**config.mk**
```make
export PLATFORM = sky130hd
export DESIGN_NAME = swd_seq_ctrl_flat
export DESIGN_NICKNAME = d
export VERILOG_FILES = /design/src/rtl/swd_seq_ctrl_if.sv /design/src/rtl/swd_seq_ctrl.sv /design/src/flat_wrapper.sv
export SDC_FILE = /design/constraint.sdc
export NUM_CORES = 1
export LEC_CHECK = 0
export CAP_MARGIN = 15
export CORE_MARGIN = 2
export CORE_UTILIZATION = 52
export DETAILED_ROUTE_END_ITERATION = 6
export HOLD_SLACK_MARGIN = 0.05
export PLACE_DENSITY_LB_ADDON = 0.12
export SYNTH_ARGS = -nofsm -noshare
export SYNTH_HDL_FRONTEND = slang
export SYNTH_SLANG_ARGS = --single-unit
```
**constraint.sdc**
```tcl
create_clock -name sck -period 2.1 [get_ports sck]
set_clock_uncertainty 0.15 [all_clocks]
set_input_delay 0.315 -clock sck [delete_from_list [all_inputs] [get_ports sck]]
set_output_delay 0.315 -clock sck [all_outputs]
set_load 0.03 [all_outputs]
```
**src/rtl/swd_seq_ctrl_if.sv**
```systemverilog
// swd_seq_ctrl_if: command handshake and serial-wire output bundle for swd_seq_ctrl
interface swd_seq_ctrl_if #(parameter int CNT_W = 8);
  logic             cmd_valid;
  logic             cmd_ready;
  logic [1:0]       cmd_op;
  logic [CNT_W-1:0] cmd_cnt;
  logic             abort;
  logic             swdio_o;
  logic             swdio_oe;
  logic             swclk_en;
  logic             done;
  logic             err;
  modport master (output cmd_valid, cmd_op, cmd_cnt, abort,
                  input  cmd_ready, swdio_o, swdio_oe, swclk_en, done, err);
  modport slave  (input  cmd_valid, cmd_op, cmd_cnt, abort,
                  output cmd_ready, swdio_o, swdio_oe, swclk_en, done, err);
endinterface

```
**src/rtl/swd_seq_ctrl.sv**
```systemverilog
// swd_seq_ctrl: emits SWD line-reset, JTAG-to-SWD and idle bit sequences, one bit per sck cycle
module swd_seq_ctrl #(
    parameter int LR_LEN = 64,
    parameter int CNT_W  = 8
) (
    input logic         sck,
    input logic         rst,
    swd_seq_ctrl_if.slave bus
);
    localparam logic [2:0] IDLE = 3'd0, ONES1 = 3'd1, SEQ16 = 3'd2, ONES2 = 3'd3, ZEROS = 3'd4, DONE = 3'd5;
    localparam int MAXC = (LR_LEN > (2**CNT_W - 1)) ? LR_LEN : (2**CNT_W - 1);
    localparam int CW = $clog2(MAXC + 1);
    localparam logic [15:0] SEQ = 16'hE79E;
    logic [2:0]    state;
    logic [CW-1:0] cnt;
    logic [1:0]    op_q;
    logic          err_q;
    logic          accept;
    logic          last;
    logic [4:0]    idx;
    assign accept        = bus.cmd_valid && bus.cmd_ready;
    assign last          = cnt == CW'(1);
    // counter runs 16..1 through SEQ16, giving LSB-first bit index 0..15
    assign idx           = 5'd16 - cnt[4:0];
    assign bus.cmd_ready = (state == IDLE) && !bus.abort;
    assign bus.swdio_oe  = (state == ONES1) || (state == SEQ16) || (state == ONES2) || (state == ZEROS);
    assign bus.swdio_o   = (state == ONES1) || (state == ONES2) || ((state == SEQ16) && SEQ[idx[3:0]]);
    assign bus.swclk_en  = bus.swdio_oe;
    assign bus.done      = state == DONE;
    assign bus.err       = err_q;
    always_ff @(posedge sck) begin
        if (rst) begin
            state <= IDLE;
            cnt   <= '0;
            op_q  <= '0;
            err_q <= 1'b0;
        end else begin
            err_q <= accept && (bus.cmd_op == 2'b11);
            if (state != IDLE && bus.abort) begin
                state <= IDLE;
                cnt   <= '0;
            end else begin
                case (state)
                    IDLE: if (accept) begin
                        op_q <= bus.cmd_op;
                        if (!bus.cmd_op[1]) begin
                            state <= ONES1;
                            cnt   <= CW'(LR_LEN);
                        end else if (bus.cmd_op == 2'b10) begin
                            state <= (bus.cmd_cnt == '0) ? DONE : ZEROS;
                            cnt   <= CW'(bus.cmd_cnt);
                        end
                    end
                    ONES1: if (last) begin
                        state <= (op_q == 2'b01) ? SEQ16 : DONE;
                        cnt   <= (op_q == 2'b01) ? CW'(16) : '0;
                    end else cnt <= cnt - CW'(1);
                    SEQ16: if (last) begin
                        state <= ONES2;
                        cnt   <= CW'(LR_LEN);
                    end else cnt <= cnt - CW'(1);
                    ONES2: if (last) begin
                        state <= ZEROS;
                        cnt   <= CW'(2);
                    end else cnt <= cnt - CW'(1);
                    ZEROS: if (last) begin
                        state <= DONE;
                        cnt   <= '0;
                    end else cnt <= cnt - CW'(1);
                    default: begin
                        state <= IDLE;
                        cnt   <= '0;
                    end
                endcase
            end
        end
    end
endmodule

```
**src/flat_wrapper.sv**
```systemverilog
// flat-port wrapper written by rule: the top's interface ports become plain ports
module swd_seq_ctrl_flat 
#(
    parameter int LR_LEN = 64,
    parameter int CNT_W  = 8
)
  (sck, rst, bus_cmd_valid, bus_cmd_op, bus_cmd_cnt, bus_abort, bus_cmd_ready, bus_swdio_o, bus_swdio_oe, bus_swclk_en, bus_done, bus_err);
  swd_seq_ctrl_if #(.CNT_W(CNT_W)) bus_i ();
  input logic sck;
  input logic rst;
  input wire logic [$bits(bus_i.cmd_valid)-1:0] bus_cmd_valid;
  input wire logic [$bits(bus_i.cmd_op)-1:0] bus_cmd_op;
  input wire logic [$bits(bus_i.cmd_cnt)-1:0] bus_cmd_cnt;
  input wire logic [$bits(bus_i.abort)-1:0] bus_abort;
  output wire logic [$bits(bus_i.cmd_ready)-1:0] bus_cmd_ready;
  output wire logic [$bits(bus_i.swdio_o)-1:0] bus_swdio_o;
  output wire logic [$bits(bus_i.swdio_oe)-1:0] bus_swdio_oe;
  output wire logic [$bits(bus_i.swclk_en)-1:0] bus_swclk_en;
  output wire logic [$bits(bus_i.done)-1:0] bus_done;
  output wire logic [$bits(bus_i.err)-1:0] bus_err;
  assign bus_i.cmd_valid = bus_cmd_valid;
  assign bus_i.cmd_op = bus_cmd_op;
  assign bus_i.cmd_cnt = bus_cmd_cnt;
  assign bus_i.abort = bus_abort;
  assign bus_cmd_ready = bus_i.cmd_ready;
  assign bus_swdio_o = bus_i.swdio_o;
  assign bus_swdio_oe = bus_i.swdio_oe;
  assign bus_swclk_en = bus_i.swclk_en;
  assign bus_done = bus_i.done;
  assign bus_err = bus_i.err;
  swd_seq_ctrl #(.LR_LEN(LR_LEN), .CNT_W(CNT_W)) u_core (.sck(sck), .rst(rst), .bus(bus_i));
endmodule
```
==> summary.md <==
| Metric | Value |
|---|---|
| Clock root buffer | clkbuf_4 |
| Part of the power in registers | 38.1% |
| Hold Crit Start | u_core.op_q[1] |
| Max_cap viols | 0 |
| Ys flop type | dfxtp_1 |
| # rows | 16 |
| Antenna cells | 0 |
| PD cells | 544 mW/mm^2 |
| Critical path type | reg2reg |
| Gpl congestion | 0.900 |
| TNS Setup | 0 ns |
| CP Max Fanout | 9 |
| Pint | 0.523 mW |
| Switching power | 0.273 mW |
| Clk pwr share | a little over a quarter |
| Share of the yosys chip area belonging to registers | 25.2% |
| Syn nets | 154 |
| Pre-antenna DRT Iters | 4 |
| Die area | ~0.0025 mm^2 |
| Crit path capture type | flip-flop |
| Largest net degree at the start of global routing | 14 |
| Reg clk slew, reported paths | 0.10 ns |
| CTS tree | done |
| Final Slew Violations | 0 |
| Share of layout cells above drive strength 1 | 24.2% |
| Post-layout util | 73.8% |
| CP arrival | 2.10 ns |
| Switching portion of total power | 34.3% |
| Dpl hpwl | between 2000 and 2500 um |
| Cell Area, Placed | approximately 0.0014 mm^2 |
| Synth async-reset ratio | 0% |
| Ys Warns | 0 |
| Outcome | finished clean |
| Critical R2R Capture | u_core.cnt[0] |
| R2r startpoint | u_core.cnt[1] |
| Mapped Avg Cell Area | 8.07 um^2 |
| Peak supply drop | roughly 0.00047 V |
| CTS max path bufs | 2 |
| Clock Latency Late Sink | between 0.2 and 0.3 ns |
| Initial core utilization | 56.2% |
| CORE AREA | 0.00198 mm^2 |
| # H-tree levels | 1 |
| Num CTS Buffers | 3 |
| Unique cell type count in the Yosys netlist | 53 |
| Initial antenna violation count | 0 |
| Vias in the first global route | between 1000 and 1500 |
| Fin. Hold Viols | 0 |
| Via/cell ratio | 6.51 |
| Vias | 1249 |
| Total gr overflow | 0 |
| CP required | around 2.1 ns |
| Port bufs | 19 |
| Post-CTS Setup Repair Bufs | 0 |
| Crit path launch type | flip-flop |
| Post-Layout Inst Area | 0.00146 mm^2 |
| Post-Syn Area | 0.00111 mm^2 |
| Chip height | 50.3 um |
| Max_slew headroom | approximately 66% |
| Area Growth Syn to Fin | 31.3% |
| First-pass GRT wire length | about 5300 um |
| Flops & latches, synth | 14 |
| Antenna-violating nets left | 0 |
| Post-synth EDFFs | 0 |
| Hold path endpoint | u_core.op_q[1] |
| Flop2flop setup slack | 0.02 ns |
| Leakage power | 0.535 nW |
| Number of DRC markers in iteration 0 | 36 |
| Hold Path Class | reg2reg |
| Final #Nets | 182 |
| Total Power | 0.796 mW |
| Combinational share of power | between 30% and 40% |
| Final period utilization | 98.9% |
| Final setup viols | 0 |
| Drt total wl | between 3000 and 4000 um |
| Worst Max-Slew Pin Slew | between 0.4 and 0.5 ns |
| CTS Sinks | 14 |
| Cell count after synthesis | 138 |
| Worst Reg2Reg Path Length in Cells | 6 |
| Hold Path Cell Cnt | 2 |
| Hold WS | 0.313 ns |
| Fmax | 482 MHz |
| RSZ-0062 raised after global routing | yes |
| DR WL/cell | 16.3 um |
| IO Pins | 20 |
| Die W | between 50 and 60 um |
| GRT Util Overall | 27.4% |
| DRC Markers | 0 |
| Minimum clock period | 2.08 ns |
worst max-delay path by stage:
stage / from / to / slack, ns / cells past startpoint
3_3_place_gp: u_core.cnt[1] / u_core.cnt[3] / 0.08 / 6
5_1_grt: u_core.cnt[1] / u_core.cnt[0] / -0.03 / 6
6_report: u_core.cnt[1] / u_core.cnt[0] / 0.02 / 6
2_1_floorplan: u_core.cnt[0] / bus_swdio_o / 0.20 / 5
4_1_cts: u_core.cnt[0] / bus_swdio_o / 0.003 / 7
3_5_place_dp: bus_cmd_cnt[3] / u_core.state[0] / 0.03 / 5
cell usage after synthesis (all sizes together) (3+ instances only):
| master | count | area (um^2) |
|---|---|---|
| a21oi | 11 | 55.1 |
| buf | 3 | 23.8 |
| clkbuf | 6 | 22.5 |
| dfxtp | 14 | 280 |
| inv | 6 | 22.5 |
| nand2 | 7 | 26.3 |
| nand2b | 3 | 18.8 |
| nand3 | 3 | 15.0 |
| nor2 | 8 | 30.0 |
| nor2b | 3 | 18.8 |
| nor3 | 5 | 30.0 |
| nor4b | 3 | 26.3 |
| o211ai | 4 | 43.8 |
| o21a | 4 | 30.0 |
| o21ai | 6 | 30.0 |
| o22ai | 4 | 25.0 |
| o2bb2ai | 3 | 26.3 |
| o31ai | 4 | 35.0 |
| or3 | 5 | 31.3 |
| or4 | 3 | 26.3 |
power groups by stage:
stage | Clock, mW | Sequential [mW] | Combinational, mW
after floorplan | 0 | 0.301 | 0.184
after global placement | 0 | 0.307 | 0.270
after detailed placement | 0 | 0.308 | 0.275
after CTS | 0.204 | 0.302 | 0.278
after global routing | 0.216 | 0.306 | 0.311
final | 0.207 | 0.304 | 0.286
routing by layer:
layer / vias up / share of wire (%) / GRT usage [%]
met5: - / 0 / 0
met4: 0 / 1.9 / 9.26
met3: 9 / 8.9 / 4.46
met2: 59 / 46 / 45.4
met1: 586 / 43 / 35.8
li1: 595 / - / -
timing repair:
action,in CTS,in global routing
cloned,0,0
pin swaps,0,4
gates resized for setup,9,9
endpoints found under the hold margin,0,0
setup endpoints to repair,4,7
hold buffers,0,0
stage by stage:
step	worst slack, ns	cells
floorplan	0.198	138
global placement	0.0809	188
detailed placement	0.0296	188
CTS	0.00333	192
global route	-0.0333	192
finish	0.0241	192
worst max-delay path: stages, from the launching register on:
cell and delay, ns:
dfxtp_1 0.32, inv_1 0.10, ha_2 0.20, or4b_4 0.52, o211ai_4 0.34, a2bb2oi_1 0.22, o22ai_1 0.11
kinds of logic (layout without fill, tap and decap cells):
group,Yosys count,after routing,synth area share [%]
AOI/OAI and AO/OA,56,56,38.1
adders and majority gates,2,2,2.25
buffers and inverters,15,42,6.18
DFF,14,14,25.2
muxes,1,1,1.01
and+or+nand+nor,50,50,27.3
layout make-up:
class                           count  area [um^2]
Clock buffer                        4         36.3
Fill cell                         142          519
Inverter                            6         22.5
Multi-Input combinational cell    109          798
Sequential cell                    14          285
Tap cell                           27         33.8
Timing Repair Buffer               32          287
flip-flops by register name, summed over array words and instances (netlist names):
register,cells
u_core.op_q,2
u_core.state,3
u_core.bus.err,1
u_core.cnt,8
layout by cell type, fill, tap and decap left out, types with 5 or more instances in the layout:
cell / n
dfxtp_1: 10
o21ai_0: 6
inv_1: 6
clkdlybuf4s50_1: 14
or3_1: 5
nor2_1: 7
buf_4: 13
nand2_1: 7
a21oi_1: 10
No activity file was read; power rests on OpenSTA's default activity.
